**src/rtl/spi_rx_fifo_if.sv**
```systemverilog
// Bus bundle for the SPI receive FIFO: serial framing inputs, the local
// drain handshake, FIFO status and the sticky error flags.
interface spi_rx_fifo_if #(
   parameter int ADDR_W = 2
);
   logic              CS;
   logic              MOSI;
   logic              rd_en;
   logic              err_clr;
   logic [7:0]        rd_data;
   logic              rd_valid;
   logic              empty;
   logic              full;
   logic [ADDR_W:0]   count;
   logic              overflow;
   logic              frame_error;

   // Side that drives the serial line and drains the FIFO.
   modport master (
      output CS, MOSI, rd_en, err_clr,
      input  rd_data, rd_valid, empty, full, count, overflow, frame_error
   );

   // The receive stage itself.
   modport slave (
      input  CS, MOSI, rd_en, err_clr,
      output rd_data, rd_valid, empty, full, count, overflow, frame_error
   );
endinterface

```
**src/rtl/spi_rx_fifo.sv**
```systemverilog
// SPI slave receive stage. Deserialises MOSI (LSB first) into bytes while CS
// is low, queues complete bytes in a DEPTH-entry circular FIFO and exposes a
// read-strobe drain port. Sticky flags report dropped bytes (overflow) and CS
// rising with a partial byte pending (frame_error). Everything runs on SCLK.
module spi_rx_fifo #(
   parameter int DEPTH  = 4,
   parameter int ADDR_W = 2
) (
   input  logic             SCLK,
   input  logic             reset,
   spi_rx_fifo_if.slave     bus
);

   localparam logic [ADDR_W:0] DEPTH_C = (ADDR_W + 1)'(DEPTH);

   // ---------------------------------------------------------------------
   // State registers and their next-state values
   // ---------------------------------------------------------------------
   logic [2:0]        bit_cnt_q,     bit_cnt_d;
   logic [6:0]        shreg_q,       shreg_d;
   logic [7:0]        mem_q [DEPTH],  mem_d [DEPTH];
   logic [ADDR_W-1:0] rd_ptr_q,      rd_ptr_d;
   logic [ADDR_W-1:0] wr_ptr_q,      wr_ptr_d;
   logic [ADDR_W:0]   count_q,       count_d;
   logic              empty_q,       empty_d;
   logic              full_q,        full_d;
   logic [7:0]        rd_data_q,     rd_data_d;
   logic              rd_valid_q,    rd_valid_d;
   logic              overflow_q,    overflow_d;
   logic              frame_error_q, frame_error_d;

   // Per-cycle event strobes
   logic              byte_done_s;
   logic              frame_set_s;
   logic [7:0]        byte_s;
   logic              pop_s;
   logic              push_s;
   logic              drop_s;

   // Deserialiser: shift in one bit per edge while selected, flag the 8th bit,
   // and abandon any partial byte (flagging it) when CS is seen high.
   always_comb begin
      bit_cnt_d   = bit_cnt_q;
      shreg_d     = shreg_q;
      byte_done_s = 1'b0;
      frame_set_s = 1'b0;
      if (!bus.CS) begin
         if (bit_cnt_q == 3'd7) begin
            byte_done_s = 1'b1;
         end else begin
            for (int i = 0; i < 7; i++) begin
               if (bit_cnt_q == 3'(i)) begin
                  shreg_d[i] = bus.MOSI;
               end else begin
                  shreg_d[i] = shreg_q[i];
               end
            end
         end
         bit_cnt_d = bit_cnt_q + 3'd1;
      end else begin
         if (bit_cnt_q != 3'd0) begin
            frame_set_s = 1'b1;
         end else begin
            frame_set_s = 1'b0;
         end
         bit_cnt_d = 3'd0;
      end
      // The 8th bit is taken straight from the line so the byte lands this edge.
      byte_s = {bus.MOSI, shreg_q};
   end

   // FIFO control: a pop only happens when non-empty; a finished byte enters
   // unless the FIFO is full with no pop freeing a slot in the same cycle.
   always_comb begin
      pop_s  = bus.rd_en && !empty_q;
      push_s = byte_done_s && (!full_q || pop_s);
      drop_s = byte_done_s && full_q && !pop_s;

      mem_d = mem_q;
      if (push_s) begin
         mem_d[wr_ptr_q] = byte_s;
         wr_ptr_d        = wr_ptr_q + ADDR_W'(1);
      end else begin
         wr_ptr_d        = wr_ptr_q;
      end

      // Read data is taken from the pre-edge memory, so a full-FIFO
      // push/pop on the same slot still returns the older byte.
      if (pop_s) begin
         rd_ptr_d   = rd_ptr_q + ADDR_W'(1);
         rd_data_d  = mem_q[rd_ptr_q];
         rd_valid_d = 1'b1;
      end else begin
         rd_ptr_d   = rd_ptr_q;
         rd_data_d  = rd_data_q;
         rd_valid_d = 1'b0;
      end

      case ({push_s, pop_s})
         2'b10:   count_d = count_q + (ADDR_W + 1)'(1);
         2'b01:   count_d = count_q - (ADDR_W + 1)'(1);
         default: count_d = count_q;
      endcase

      // Status flags are registered alongside count so they track it exactly.
      empty_d = (count_d == (ADDR_W + 1)'(0));
      full_d  = (count_d == DEPTH_C);
   end

   // Sticky error flags: a set condition outranks a simultaneous clear.
   always_comb begin
      if (drop_s) begin
         overflow_d = 1'b1;
      end else if (bus.err_clr) begin
         overflow_d = 1'b0;
      end else begin
         overflow_d = overflow_q;
      end

      if (frame_set_s) begin
         frame_error_d = 1'b1;
      end else if (bus.err_clr) begin
         frame_error_d = 1'b0;
      end else begin
         frame_error_d = frame_error_q;
      end
   end

   // State update; reset outranks every other input and drops any partial byte.
   always_ff @(posedge SCLK) begin
      if (reset) begin
         bit_cnt_q     <= 3'd0;
         shreg_q       <= 7'd0;
         for (int i = 0; i < DEPTH; i++) begin
            mem_q[i] <= 8'h00;
         end
         rd_ptr_q      <= '0;
         wr_ptr_q      <= '0;
         count_q       <= '0;
         empty_q       <= 1'b1;
         full_q        <= 1'b0;
         rd_data_q     <= 8'h00;
         rd_valid_q    <= 1'b0;
         overflow_q    <= 1'b0;
         frame_error_q <= 1'b0;
      end else begin
         bit_cnt_q     <= bit_cnt_d;
         shreg_q       <= shreg_d;
         mem_q         <= mem_d;
         rd_ptr_q      <= rd_ptr_d;
         wr_ptr_q      <= wr_ptr_d;
         count_q       <= count_d;
         empty_q       <= empty_d;
         full_q        <= full_d;
         rd_data_q     <= rd_data_d;
         rd_valid_q    <= rd_valid_d;
         overflow_q    <= overflow_d;
         frame_error_q <= frame_error_d;
      end
   end

   assign bus.rd_data     = rd_data_q;
   assign bus.rd_valid    = rd_valid_q;
   assign bus.empty       = empty_q;
   assign bus.full        = full_q;
   assign bus.count       = count_q;
   assign bus.overflow    = overflow_q;
   assign bus.frame_error = frame_error_q;

endmodule
```
**src/flat_wrapper.sv**
```systemverilog
// flat-port wrapper written by rule: the top's interface ports become plain ports
module spi_rx_fifo_flat 
#(
   parameter int DEPTH  = 4,
   parameter int ADDR_W = 2
)
  (SCLK, reset, bus_CS, bus_MOSI, bus_rd_en, bus_err_clr, bus_rd_data, bus_rd_valid, bus_empty, bus_full, bus_count, bus_overflow, bus_frame_error);
  spi_rx_fifo_if #(.ADDR_W(ADDR_W)) bus_i ();
  input  logic SCLK;
  input  logic reset;
  input wire logic [$bits(bus_i.CS)-1:0] bus_CS;
  input wire logic [$bits(bus_i.MOSI)-1:0] bus_MOSI;
  input wire logic [$bits(bus_i.rd_en)-1:0] bus_rd_en;
  input wire logic [$bits(bus_i.err_clr)-1:0] bus_err_clr;
  output wire logic [$bits(bus_i.rd_data)-1:0] bus_rd_data;
  output wire logic [$bits(bus_i.rd_valid)-1:0] bus_rd_valid;
  output wire logic [$bits(bus_i.empty)-1:0] bus_empty;
  output wire logic [$bits(bus_i.full)-1:0] bus_full;
  output wire logic [$bits(bus_i.count)-1:0] bus_count;
  output wire logic [$bits(bus_i.overflow)-1:0] bus_overflow;
  output wire logic [$bits(bus_i.frame_error)-1:0] bus_frame_error;
  assign bus_i.CS = bus_CS;
  assign bus_i.MOSI = bus_MOSI;
  assign bus_i.rd_en = bus_rd_en;
  assign bus_i.err_clr = bus_err_clr;
  assign bus_rd_data = bus_i.rd_data;
  assign bus_rd_valid = bus_i.rd_valid;
  assign bus_empty = bus_i.empty;
  assign bus_full = bus_i.full;
  assign bus_count = bus_i.count;
  assign bus_overflow = bus_i.overflow;
  assign bus_frame_error = bus_i.frame_error;
  spi_rx_fifo #(.DEPTH(DEPTH), .ADDR_W(ADDR_W)) u_core (.SCLK(SCLK), .reset(reset), .bus(bus_i));
endmodule
```
**config.mk**
```make
export PLATFORM = sky130hd
export DESIGN_NAME = spi_rx_fifo_flat
export DESIGN_NICKNAME = d
export VERILOG_FILES = /design/src/rtl/spi_rx_fifo_if.sv /design/src/rtl/spi_rx_fifo.sv /design/src/flat_wrapper.sv
export SDC_FILE = /design/constraint.sdc
export NUM_CORES = 1
export LEC_CHECK = 0
export BUFFER_PORTS_ARGS = -buffer_cell sky130_fd_sc_hd__buf_2
export CORE_MARGIN = 8
export CORE_UTILIZATION = 50
export DETAILED_ROUTE_END_ITERATION = 6
export GPL_ROUTABILITY_DRIVEN = 1
export PLACE_DENSITY = 0.67
export REMOVE_ABC_BUFFERS = 1
export SLEW_MARGIN = 25
export SYNTH_ARGS = -nofsm -noshare
export SYNTH_HDL_FRONTEND = slang
export SYNTH_SLANG_ARGS = --single-unit
```
**constraint.sdc**
```tcl
create_clock -name SCLK -period 8.51 [get_ports SCLK]
set_input_delay 0.4255 -clock SCLK [delete_from_list [all_inputs] [get_ports SCLK]]
set_output_delay 0.4255 -clock SCLK [all_outputs]
set_load 0.005 [all_outputs]
```
==> results of run 1 <==
-- registers in the layout (all words and copies together), names as in the netlist --
signal,cells
u_core.bus.frame_error,1
u_core.bit_cnt_q,3
u_core.bus.overflow,1
u_core.bus.rd_data,8
u_core.wr_ptr_q,2
u_core.rd_ptr_q,2
u_core.bus.count,3
u_core.shreg_q,7
u_core.mem_q,32
u_core.bus.rd_valid,1
u_core.bus.full,1
u_core.bus.empty,1
-- power groups by stage --
stage | registers, mW | clock network (mW) | logic, mW
floorplan | 0.299 | 0 | 0.00420
global placement | 0.299 | 0 | 0.0125
detailed placement | 0.299 | 0 | 0.0125
CTS | 0.293 | 0.304 | 0.0125
global route | 0.293 | 0.316 | 0.0140
finish | 0.293 | 0.298 | 0.0123
-- how the worst min path moves through the flow --
stage                     startpoint                     end  depth (start not counted)  slack, ns
2_1_floorplan       u_core.mem_q[13]        u_core.mem_q[13]                          2       0.43
3_3_place_gp   u_core.bus.rd_data[3]   u_core.bus.rd_data[3]                          2       0.44
3_5_place_dp   u_core.bus.rd_data[4]   u_core.bus.rd_data[4]                          2       0.44
4_1_cts                       bus_CS     u_core.bit_cnt_q[1]                          2       0.35
5_1_grt                       bus_CS     u_core.bit_cnt_q[1]                          2       0.35
6_report                 bus_err_clr  u_core.bus.frame_error                          4       0.37
-- kinds of logic (layout without fill, tap and decap cells) --
logic type                 count (synthesis)  count (layout)  share of synthesized area
DFF                                       62              62                     0.4657
xor gates and xnor gates                   5               5                    0.01643
muxes                                     21              21                     0.1169
buffers and inverters                     32              52                    0.05446
and+or+nand+nor                          113             113                     0.1873
AOI/OAI and AO/OA                         47              47                     0.1000
adders and majority gates                 12              12                    0.05915
-- placed cells by master (no fill, tap or decap), types with 2 or more instances in the layout --
master and n:
clkbuf_8 12, bufinv_16 2, nor2b_1 2, nor3_1 3
nand3_1 31, nand2_1 50, nor2_1 23, mux2i_1 12
mux4_2 8, a21oi_1 39, ha_1 11, xor2_1 3
o211ai_1 3, inv_2 2, dfxtp_1 62, inv_1 12
nor3b_1 2, xnor2_1 2, buf_2 21
-- per-layer routing --
metal  GRT usage  part of all wire  vias to the layer above
met1      0.1932              0.47                      936
li1            -                 -                     1018
met3     0.06066             0.050                       10
met4     0.06798             0.018                        0
met2      0.2453              0.46                       32
met5           0                 0                        -
-- worst min-delay path, cell delays in order --
cell	delay, ns
buf_2	0.07
inv_1	0.05
nand2_1	0.06
a21oi_1	0.05
-- area by class of cell --
class / count / area (um^2) / share of cell area
clock buffers: 13 / 168.9 / 0.05618
clock inverters: 3 / 65.06 / 0.02164
inverters: 14 / 52.55 / 0.01748
multi-input cells: 198 / 1279 / 0.4253
flip-flops and latches: 62 / 1241 / 0.4128
well taps: 70 / 87.58 / 0.02913
repair buffers: 22 / 112.6 / 0.03745
-- metrics by stage --
step	utilization	power, mW
after floorplan	-	0.3030
final	0.5850	0.6029
after global placement	0.5394	0.3116
after CTS	0.5850	0.6087
after detailed placement	0.5394	0.3116
after global routing	0.5850	0.6231
==> flow_summary.toml, run 1 <==
[global_route]
grt_max_degree = 63
grt.total_usage = 0.1590
grt_pass1_wl_mm = 9.418
grt_pass1_vias = 1958
grt_antenna_before_repair = 0
grt_overflow_total = 0

[power_and_ir_drop]
p_leak_nw = 1.108
p_per_area_nw_per_um2 = 200.5
internal_power_mw = 0.4832
ir_drop_v = 0.0001674
swShare = 0.1985
p_switching_mw = 0.1197
power_frac_clock = 0.494
pwr-share-seq = 0.486
comb_power_share = 0.020

[setup_path]
cp-endpoint = "u_core.bus.empty"
path_max_fanout = 27
crit-reg2reg-launch = "u_core.bit_cnt_q[0]"
required_ns = 8.74
arrival_ns = 3.31
cp.depth = 11
max_stage_delay_ns = 0.63
path_class = "register to register"
path_buf_inv = 2
critPathLaunch = "u_core.bit_cnt_q[0]"
path_common_cell = "ha_1"
cpMaxStageDelayCell = "a21boi_4"
cp-start-kind = "register"
rrSetupSlack_ns = 5.43
cp_cell_sequence = "ha_1, ha_1, nor2b_4, a21boi_4, inv_1, ha_1, inv_1, fa_1, nor3b_1, a31oi_1, a21oi_1"
endpoint_kind = "register"
reg2regPathDepth = 11
r2r-end = "u_core.bus.empty"
critical-path-top-delay-family = "adder cells"

[clock_tree]
cts-root-buf = "clkbuf_8"
cts_hold_buffers = 0
cts_tree = "built"
cts_sinks = 62
post_cts_buffers = 0
clk_pin_slew_ns = 0.06
htreeDepth = 3
cts_resized = 0
cts_buffer_depth = 2
cts_buffers = 9
worstSkewPairLatency_ns = 0.34

[placement]
placed_cells = 366
portBuffers = 21
hpwl_mm = 3.612
pre_cts_ws_ns = 5.462
placed_cell_area_um2 = 2773
gp_congestion = 0.7582

[timing]
max_freq_mhz = 324.6
worst_slack_ns = 5.429
rsz0062_at_grt = "false"
relSlewSlack = 0.4479
fin_skew_ns = 0.006569
fin_crit_ns = 3.081
setup_viol = 0
whs_ns = 0.3679
tightest_slew_ns = 0.8245
timing.final.crit_share = 0.3620
finalHoldViolations = 0
maxSlewViolCount = 0
fin_setup_tns_ns = 0

[synth]
synthArstFlopShare = 0
synth_cells = 292
synth_cell_types = 28
synth_most_common_cell = "dfxtp_1"
yosysTopAreaCell = "dfxtp_1"
synth_seq_cells = 62
yosys_warnings = 0
synth_top_area_share = 0.4657
synthTopCellsByArea = "dfxtp_1 (47%), a21oi_1 (7.3%), nand2_1 (7.0%), mux4_2 (6.8%), nand3_1 (5.8%)"
synth_edf_count = 0
syn_avg_cell_area_um2 = 9.127
yosysSeqAreaShare = 0.4657
synth_common_cells = "dfxtp_1 (62), nand2_1 (50), a21oi_1 (39)"
synthFlopType = "dfxtp_1"
syn-cell-area_um2 = 2665

[cells_and_area]
synthToLayoutAreaGrowth_pct = 12.82
final_cells = 382
finalNetCount = 325
antenna_cells = 0
fillCellCount = 483
stdcell_area_um2 = 3007
drive_gt1_frac = 0.1635

[detailed_routing]
first_pass_iters = 4
vias = 1996
drc = 0
post_drt_via_cell_ratio = 5.225
drt-wirelength-per-cell_um = 14.47
ant_nets = 0
drt-total-wl_mm = 5.526
drt_iter0_markers = 124

[floorplan]
die-area_um2 = 7922
core_area_um2 = 5140
fp.dieW_um = 89.01
initial_core_util = 0.5185
io_pins = 22
fp.dieH_um = 89.01
num_rows = 26

[outcome]
status = "finished clean"

[min_path]
min_path_type = "primary input to register"

[job]
maxCapViolations = 0
(Power assumes the default switching activity.)
==> run 2, diff against run 1 <==
- PLACE_DENSITY: 0.67 -> 0.69
- clock period: 8.51 -> 2.5 ns (I/O delays scaled with it)
==> flow_summary.toml, run 2 (synthesis results as in run 1) <==
[setup_path]
arrival_ns = 2.64
endpoint_kind = "register"
critPathLaunch = "u_core.bit_cnt_q[0]"
path_max_fanout = 3
cp-start-kind = "register"
path_class = "register to register"
crit-reg2reg-launch = "u_core.bit_cnt_q[0]"
required_ns = 2.72

[detailed_routing]
ant_nets = 0
post_drt_via_cell_ratio = 5.143
drt-wirelength-per-cell_um = 14.12
drc = 0
vias = 2016
drt-total-wl_mm = 5.536
drt_iter0_markers = 92
first_pass_iters = 4

[cells_and_area]
stdcell_area_um2 = 3054
largest_reg_flops = 32
final_cells = 392
top_register = "u_core.mem_q"
drive_gt1_frac = 0.2112
layout_commonest_cell = "dfxtp_1"
final_cell_mix = "dfxtp_1 (61), nand2_1 (50), a21oi_1 (39), nand3_1 (31), nor2_1 (23)"
finalNetCount = 336
antenna_cells = 0
synthToLayoutAreaGrowth_pct = 14.60

[global_route]
grt_overflow_total = 0
grt.total_usage = 0.1600
grt_antenna_before_repair = 0
grt_pass1_wl_mm = 9.494
grt_pass1_vias = 1968
grt_max_degree = 39

[min_path]
min_path_type = "primary input to register"
hp-start = "bus_err_clr"

[floorplan]
num_rows = 26
io_pins = 22
fp.dieH_um = 89.01
initial_core_util = 0.5185
core_area_um2 = 5140
die-area_um2 = 7922
fp.dieW_um = 89.01

[clock_tree]
cts_hold_buffers = 0
cts-root-buf = "clkbuf_8"
worstSkewPairLatency_ns = 0.34
cts_sinks = 62
post_cts_buffers = 0
cts_buffers = 9
htreeDepth = 3
cts_tree = "built"
clk_pin_slew_ns = 0.07
cts_buffer_depth = 2

[timing]
fin_crit_ns = 2.411
setup_viol = 0
finalHoldViolations = 0
timing.final.crit_share = 0.9645
maxSlewViolCount = 0
rsz0062_at_grt = "false"
max_freq_mhz = 414.7
relSlewSlack = 0.5280
fin_setup_tns_ns = 0
tightest_slew_ns = 0.7079
fin_skew_ns = 0.01118

[placement]
portBuffers = 21
placed_cells = 377
hpwl_mm = 3.800
gp_congestion = 0.7425
placed_cell_area_um2 = 2855

[outcome]
status = "finished clean"

[job]
maxCapViolations = 0

[power_and_ir_drop]
total_power_mw = 1.846
ir_drop_v = 0.0003133
p_leak_nw = 1.138
p_per_area_nw_per_um2 = 604.3
## run 2: changes by cell type in the layout (fill, tap and decap cells not counted), moves of 2 or more
| cell | before | now |
|---|---|---|
| bufinv_16 | 2 | 0 |
| ha_1 | 11 | 8 |
| buf_4 | 1 | 12 |
| ha_2 | 0 | 3 |
## run 2: cell type report
class                   instances  area (um^2)
well taps                      70        87.58
clock buffers                  12        165.2
inverters                      14        52.55
fillers                       480         2086
multi-input cells             198         1292
repair buffers                 33        195.2
flip-flops and latches         62         1242
clock inverters                 3        18.77
## run 2: routing by layer
metal	part of all wire	up-vias	global-route usage
met5	0	-	0
met4	0.0072	0	0.06344
met3	0.041	2	0.06342
met2	0.49	29	0.2615
met1	0.46	942	0.1828
li1	-	1043	-
## run 2: final timing paths
kind              slack, ns  depth (start not counted)                      to
setup / recovery       0.09                         12         u_core.bus.full
hold / removal         0.06                          4  u_core.bus.frame_error
setup reg to reg       0.09                         12         u_core.bus.full
hold reg to reg        0.45                          2   u_core.bus.rd_data[7]
## run 2: worst max-delay path: stages, from the launching register on
cell and delay, ns:
dfxtp_2 0.32, ha_2 0.18, ha_2 0.19, nor2b_4 0.12, a21boi_4 0.14, inv_2 0.05
ha_2 0.16, inv_1 0.05, fa_2 0.33, xor2_1 0.17, nor2_1 0.13, mux2_4 0.32
nor2b_1 0.13
## run 2: report_power, final
| part | internal [mW] | switching [mW] |
|---|---|---|
| logic | 0.0133 | 0.0325 |
| registers | 0.992 | 0.00415 |
| clock network | 0.433 | 0.370 |
| total | 1.44 | 0.407 |
## run 2: timing repair
item,CTS,global route
resized for setup,2,5
setup endpoints to repair,2,2
pin swaps,0,2
## run 2: through the flow
step | setup slack, ns | hold WS, ns | util
finish | 0.08880 | 0.06425 | 0.5942
floorplan | -0.1932 | 0.1941 | -
global route | 0.02158 | 0.06442 | 0.5942
detailed placement | -0.06511 | 0.4125 | 0.5555
global placement | 0.01333 | 0.4004 | 0.5555
CTS | 0.007615 | 0.03739 | 0.5923
==> run 3, diff against run 2 <==
- PLACE_DENSITY: 0.69 -> 0.67
- clock period: 2.5 -> 3.1 ns (I/O delays scaled with it)
==> flow_summary.toml, run 3 (synthesis results as in run 1) <==
[setup_path]
crit-reg2reg-launch = "u_core.bit_cnt_q[0]"
reg2regPathDepth = 12
endpoint_kind = "register"
path_max_fanout = 6
cp-start-kind = "register"
path_class = "register to register"
required_ns = 3.31
arrival_ns = 2.89
r2r-end = "u_core.bus.full"
rrSetupSlack_ns = 0.42

[cells_and_area]
synthToLayoutAreaGrowth_pct = 10.61
final_cell_mix = "dfxtp_1 (62), nand2_1 (50), a21oi_1 (39), nand3_1 (31), nor2_1 (23)"
top_register = "u_core.mem_q"
antenna_cells = 0
finalNetCount = 326
drive_gt1_frac = 0.1629
final_cells = 383
fillCellCount = 504
largest_reg_flops = 32
layout_commonest_cell = "dfxtp_1"
stdcell_area_um2 = 2948

[timing]
fin_setup_tns_ns = 0
timing.final.crit_share = 0.8635
fin_skew_ns = 0.008396
rsz0062_at_grt = "false"
relSlewSlack = 0.4632
fin_crit_ns = 2.677
finalHoldViolations = 0
max_freq_mhz = 373.6
tightest_slew_ns = 0.8017
maxSlewViolCount = 0
setup_viol = 0

[power_and_ir_drop]
total_power_mw = 1.443
ir_drop_v = 0.0003000
p_per_area_nw_per_um2 = 489.5
p_leak_nw = 1.080

[clock_tree]
worstSkewPairLatency_ns = 0.33
cts_buffer_depth = 2
clk_pin_slew_ns = 0.07
cts-root-buf = "clkbuf_8"
cts_sinks = 62
cts_hold_buffers = 0
post_cts_buffers = 0
cts_resized = 0
htreeDepth = 3
cts_tree = "built"
cts_buffers = 9

[outcome]
status = "finished clean"

[detailed_routing]
first_pass_iters = 4
drt-total-wl_mm = 5.542
drc = 0
drt_iter0_markers = 181
vias = 1974
ant_nets = 0
drt-wirelength-per-cell_um = 14.47
post_drt_via_cell_ratio = 5.154

[min_path]
min_path_type = "primary input to register"
hold_depth = 4
hold-path-endpoint = "u_core.bus.frame_error"
hp-start = "bus_err_clr"

[global_route]
grt_overflow_total = 0
grt_pass1_wl_mm = 9.425
grt_max_degree = 36
grt.total_usage = 0.1582
grt_pass1_vias = 1897
grt_antenna_before_repair = 0

[floorplan]
fp.dieH_um = 89.01
fp.dieW_um = 89.01
die-area_um2 = 7922
core_area_um2 = 5140
num_rows = 26
initial_core_util = 0.5185
io_pins = 22

[placement]
gp_congestion = 0.7792
placed_cell_area_um2 = 2780
portBuffers = 21
placed_cells = 367
hpwl_mm = 3.721

[job]
maxCapViolations = 0
[run 3: cell count changes in the layout (fill, tap and decap cells not counted), moves of 2 or more]
cell and change:
ha_1 +3, ha_2 -3, clkbuf_1 +2, clkbuf_8 -2, buf_4 -10
[run 3: through the flow]
step	hold WS, ns	util	setup WS (ns)
finish	0.09834	0.5735	0.4232
floorplan	0.2241	-	0.4068
global placement	0.4398	0.5409	0.5128
global route	0.1026	0.5735	0.2920
CTS	0.08966	0.5735	0.4258
detailed placement	0.4438	0.5409	0.4347
[run 3: worst max-delay path by stage]
stage	slack, ns	endpoint	start
global placement	0.51	u_core.bus.full	u_core.bit_cnt_q[0]
floorplan	0.41	u_core.bus.empty	u_core.bit_cnt_q[0]
CTS	0.43	u_core.bus.full	u_core.bit_cnt_q[0]
global route	0.29	u_core.bus.full	u_core.bit_cnt_q[0]
detailed placement	0.43	u_core.bus.full	u_core.bit_cnt_q[0]
finish	0.42	u_core.bus.full	u_core.bit_cnt_q[0]
[run 3: cell type report]
type	count	area (um^2)	area share
multi-input cells	198	1279	0.4338
clock inverters	4	22.52	0.007640
repair buffers	23	120.1	0.04075
inverters	14	52.55	0.01783
well taps	70	87.58	0.02971
flip-flops and latches	62	1241	0.4211
clock buffers	12	145.1	0.04924
[run 3: worst max-delay path, cell delays in order, from the launching register on]
cell and delay, ns:
dfxtp_1 0.34, ha_1 0.22, ha_1 0.22, nor2b_4 0.15
a21boi_4 0.14, inv_1 0.06, ha_1 0.17, inv_1 0.06
fa_1 0.40, xor2_1 0.17, nor2_1 0.12, mux2_2 0.37
nor2b_1 0.13
[run 3: power by group]
group          leakage (nW)  internal [mW]  switching, mW
logic                 0.494        0.00925         0.0254
registers             0.500          0.800        0.00347
clock network        0.0861          0.308          0.297
total                  1.08           1.12          0.326
[run 3: metal layers]
metal / part of all wire / wire length, um / vias up / GRT usage
li1: - / - / 1020 / -
met1: 0.45 / 2481 / 905 / 0.1891
met2: 0.49 / 2695 / 38 / 0.2574
met3: 0.049 / 274 / 11 / 0.05239
met4: 0.016 / 91 / 0 / 0.05891
met5: 0 / 0 / - / 0
